==> src/rtl/mash_noise_cancel.sv <==
// rtl/mash_noise_cancel.sv - MASH DDSM noise-cancellation stage: Y = C1 + (1-z^-1)C2 + (1-z^-1)^2 C3
// Optional MASH_NCL_PIPE_EN adds a register between the partial sums and the final adder (latency 2).
module mash_noise_cancel #(
  parameter int P_ORDER     = 3,
  parameter int P_OUT_WIDTH = 4,
  parameter int P_OFFSET    = 3
) (
  input  logic                          i_clk,
  input  logic                          i_rst_n,
  input  logic                          i_en,
  input  logic                          i_clr,
  input  logic                          i_c1,
  input  logic                          i_c2,
  input  logic                          i_c3,
  output logic signed [P_OUT_WIDTH-1:0] o_y,
  output logic        [P_OUT_WIDTH-1:0] o_y_off,
  output logic                          o_valid
);

  localparam int W = P_OUT_WIDTH;
  localparam logic [W-1:0] OFF = W'(P_OFFSET);

  function automatic logic signed [W-1:0] ext(input logic b);
    return {{(W-1){1'b0}}, b};
  endfunction

  // Stages beyond the configured order contribute nothing and keep zero history.
  logic c1_g, c2_g, c3_g;
  assign c1_g = i_c1;
  assign c2_g = (P_ORDER >= 2) ? i_c2 : 1'b0;
  assign c3_g = (P_ORDER >= 3) ? i_c3 : 1'b0;

  logic c2_d1, c3_d1, c3_d2;
  logic signed [W-1:0] t1, t2, t3;

  assign t1 = ext(c1_g);
  assign t2 = ext(c2_g) - ext(c2_d1);
  assign t3 = ext(c3_g) - ext(c3_d1) - ext(c3_d1) + ext(c3_d2);

  always_ff @(posedge i_clk or negedge i_rst_n) begin
    if (!i_rst_n) begin
      c2_d1 <= 1'b0;
      c3_d1 <= 1'b0;
      c3_d2 <= 1'b0;
    end else if (i_clr) begin
      c2_d1 <= 1'b0;
      c3_d1 <= 1'b0;
      c3_d2 <= 1'b0;
    end else if (i_en) begin
      c2_d1 <= c2_g;
      c3_d2 <= c3_d1;
      c3_d1 <= c3_g;
    end
  end

  logic signed [W-1:0] sum_c;
  logic                fin_v;

`ifdef MASH_NCL_PIPE_EN
  logic signed [W-1:0] p1, p2, p3;
  logic                p_valid;

  always_ff @(posedge i_clk or negedge i_rst_n) begin
    if (!i_rst_n) begin
      p1      <= '0;
      p2      <= '0;
      p3      <= '0;
      p_valid <= 1'b0;
    end else if (i_clr) begin
      p1      <= '0;
      p2      <= '0;
      p3      <= '0;
      p_valid <= 1'b0;
    end else begin
      p_valid <= i_en;
      if (i_en) begin
        p1 <= t1;
        p2 <= t2;
        p3 <= t3;
      end
    end
  end

  assign sum_c = p1 + p2 + p3;
  assign fin_v = p_valid;
`else
  assign sum_c = t1 + t2 + t3;
  assign fin_v = i_en;
`endif

  // o_y_off derives from the same sum so both outputs always describe one sample.
  always_ff @(posedge i_clk or negedge i_rst_n) begin
    if (!i_rst_n) begin
      o_y     <= '0;
      o_y_off <= '0;
      o_valid <= 1'b0;
    end else if (i_clr) begin
      o_y     <= '0;
      o_y_off <= '0;
      o_valid <= 1'b0;
    end else begin
      o_valid <= fin_v;
      if (fin_v) begin
        o_y     <= sum_c;
        o_y_off <= sum_c + OFF;
      end
    end
  end

endmodule
==> config.mk <==
export PLATFORM = sky130hd
export DESIGN_NAME = mash_noise_cancel
export DESIGN_NICKNAME = d
export VERILOG_FILES = /design/src/rtl/mash_noise_cancel.sv
export SDC_FILE = /design/constraint.sdc
export NUM_CORES = 1
export LEC_CHECK = 0
export BUFFER_PORTS_ARGS = -buffer_cell sky130_fd_sc_hd__clkbuf_2
export CAP_MARGIN = 20
export CORE_UTILIZATION = 30
export DETAILED_ROUTE_END_ITERATION = 12
export SYNTH_ARGS = -nofsm -noshare
export SYNTH_HDL_FRONTEND = slang
export SYNTH_SLANG_ARGS = --single-unit
==> constraint.sdc <==
create_clock -name i_clk -period 6.66 [get_ports i_clk]
set_input_delay 0.666 -clock i_clk [delete_from_list [all_inputs] [get_ports i_clk]]
set_output_delay 0.666 -clock i_clk [all_outputs]
set_load 0.02 [all_outputs]
==> results.json <==
{
  "cp-start-kind": "input pin",
  "drt_iter0_drc": 7,
  "dp.cells": 115,
  "synth.distinct_cells": 19,
  "cts_buffers": 3,
  "die_y_um": 51.8,
  "timing.fmax_mhz": 344,
  "hold_viol": 0,
  "clock-skew-final_ns": 0.00222,
  "firstDrtPassIters": 4,
  "netlist_area_sq_um": 744,
  "ys_ff_latch": 12,
  "hp-class": "in2async",
  "wl_per_cell_um": 10.3,
  "final_cells": 118,
  "drv_cap": 0,
  "cp.arrival_ns": 3.06,
  "dieArea_sq_um": 2680,
  "n_fill_cell": 234,
  "ant_nets": 0,
  "routed_wirelength_mm": 1.22,
  "min_period_ns": 2.91,
  "report.final.slew_viol_count": 0,
  "final_util_pct": 38.2,
  "diodes": 0,
  "rsz0062_at_grt": "false",
  "powerDensity_nw_per_um2": 245,
  "antenna_found_initial": 0,
  "power_mw": 0.213,
  "outcome": "finished clean",
  "crit_required_ns": 6.82,
  "finalSetupViolCount": 0,
  "place_hpwl_mm": 1.02,
  "start_util_pct": 32.7,
  "via_per_inst": 4.51,
  "gp_congestion": 0.705,
  "seqCellArea_sq_um": 300,
  "vias": 532,
  "grt_max_degree": 16,
  "max_slew_margin_pct": 74.2,
  "drive_above_1_share_pct": 20.0,
  "place_ws_ns": 3.49,
  "post-route-cell-area_sq_um": 868,
  "cts_setup_buffers": 0,
  "syn_avg_cell_area_sq_um": 10.1,
  "rows": 17,
  "clk_latency_ns": 0.27,
  "root_buffer": "clkbuf_4",
  "ctsResizeCount": 0,
  "clock-sinks": 12,
  "port_buffers": 15,
  "fin_tns_setup_ns": 0,
  "drc": 0,
  "placement.cell_area_sq_um": 846,
  "core-area_sq_um": 2280,
  "finalCritPeriodShare_pct": 43.6,
  "die_x_um": 51.8,
  "nets": 111,
  "htreeDepth": 1,
  "worstSetupEndpointType": "flop",
  "syn_inst": 74,
  "cts-hold-fix-buffers": 0,
  "hold_slack_ns": 0.268,
  "max-vdd-ir-drop_v": 0.000172,
  "p_leak_nw": 0.467,
  "ys_seq_area_share_pct": 40.3,
  "pin_count": 16,
  "layout_setup_ws_ns": 3.75,
  "grt_pass1_wl_mm": 2.30,
  "multiInputGateArea_sq_um": 387,
  "crit_fanout": 4,
  "yosysWarnings": 0,
  "tightest_slew_ns": 0.384,
  "clockBufferDepth": 2,
  "synthToLayoutAreaGrowth_pct": 16.6,
  "cts_tree": "done",
  "grt-ovfl-total": 0,
  "grt_pass1_vias": 557,
  "grt_usage_pct": 11.8,
  "path_clk_slew_ns": 0.07,
  "crit_type": "in2reg",
  "synth_fp_nets": 93
}
-- worst max-delay path, cell delays in order --
cell	delay, ns
clkbuf_2	0.09
inv_1	0.04
ha_1	0.30
fa_1	0.54
inv_1	0.04
ha_1	0.19
fa_1	0.39
xnor2_1	0.35
nor3b_1	0.11
a221o_1	0.35
-- Yosys cell counts --
cell type,number,share of area [%]
a211oi_1,3,3.0
a21o_1,1,1.0
a21oi_1,2,1.3
a221o_1,1,1.3
and2_1,1,0.84
buf_2,1,0.67
clkbuf_1,1,0.50
dfrtp_1,12,40
fa_1,2,5.4
ha_1,10,17
inv_1,13,6.6
mux2i_1,7,9.4
nand2_1,1,0.50
nand3_1,2,1.3
nor2_1,12,6.0
nor2b_1,1,0.84
nor3b_1,1,1.0
o21ai_0,1,0.67
xnor2_1,2,2.4
-- power breakdown --
part / switching [mW] / internal (mW) / leakage [nW]
clock network: 0.0212 / 0.0209 / 0.0138
registers: 0.00533 / 0.0825 / 0.159
logic: 0.0486 / 0.0342 / 0.294
total: 0.0751 / 0.138 / 0.467
-- sequential cells by signal (all words and copies together) (netlist names) --
signal and count:
o_y_off 4, o_y 4, c3_d1 1, o_valid 1, c2_d1 1, c3_d2 1
-- kinds of logic (layout without fill, tap and decap cells) --
group	after synthesis	in the layout	share of synthesized area [%]
XOR/XNOR	2	2	2.35
adder cells (fa/ha/maj)	12	12	22.2
flip-flops	12	12	40.3
multiplexers	7	7	9.41
AND/OR/NAND/NOR	18	18	10.6
AO/OA/AOI/OAI	8	8	7.39
buffers and inverters	15	31	7.73
-- placed cells by master (no fill, tap or decap), types with 2 or more instances in the layout --
master    Yosys  final
ha_1         10     10
a21oi_1       2      2
xnor2_1       2      2
mux2i_1       7      7
nand3_1       2      2
clkbuf_2      0     15
fa_1          2      2
dfrtp_1      12     12
a211oi_1      3      3
clkbuf_4      0      3
nor2_1       12     12
inv_1        13     13
-- layout make-up --
| type | count | share of cell area, % |
|---|---|---|
| flip-flops and latches | 12 | 34.6 |
| repair buffers | 15 | 8.65 |
| multi-input cells | 47 | 44.5 |
| clock buffers | 3 | 2.59 |
| well taps | 28 | 4.03 |
| inverters | 13 | 5.62 |
-- metal layers --
| metal | track usage, % | part of all wire (%) | up-vias |
|---|---|---|---|
| met2 | 18.6 | 45 | 14 |
| met4 | 4.05 | 0.82 | 0 |
| met3 | 4.97 | 7.3 | 2 |
| li1 | - | - | 275 |
| met5 | 0 | 0 | - |
| met1 | 14.4 | 47 | 241 |
-- worst paths after layout --
kind	slack, ns	startpoint	end	depth (start not counted)
worst min-delay path	0.27	i_rst_n	o_y[1]	1
max in group asynchronous	6.17	i_rst_n	o_y_off[0]	1
worst max register to register	3.88	c3_d1	o_y_off[3]	8
min in group i_clk	0.52	o_y_off[3]	o_y_off[3]	1
worst max-delay path	3.75	i_c2	o_y_off[3]	10
worst min register to register	0.52	o_y_off[3]	o_y_off[3]	1
Note: power is estimated with default switching activity, not from simulation.
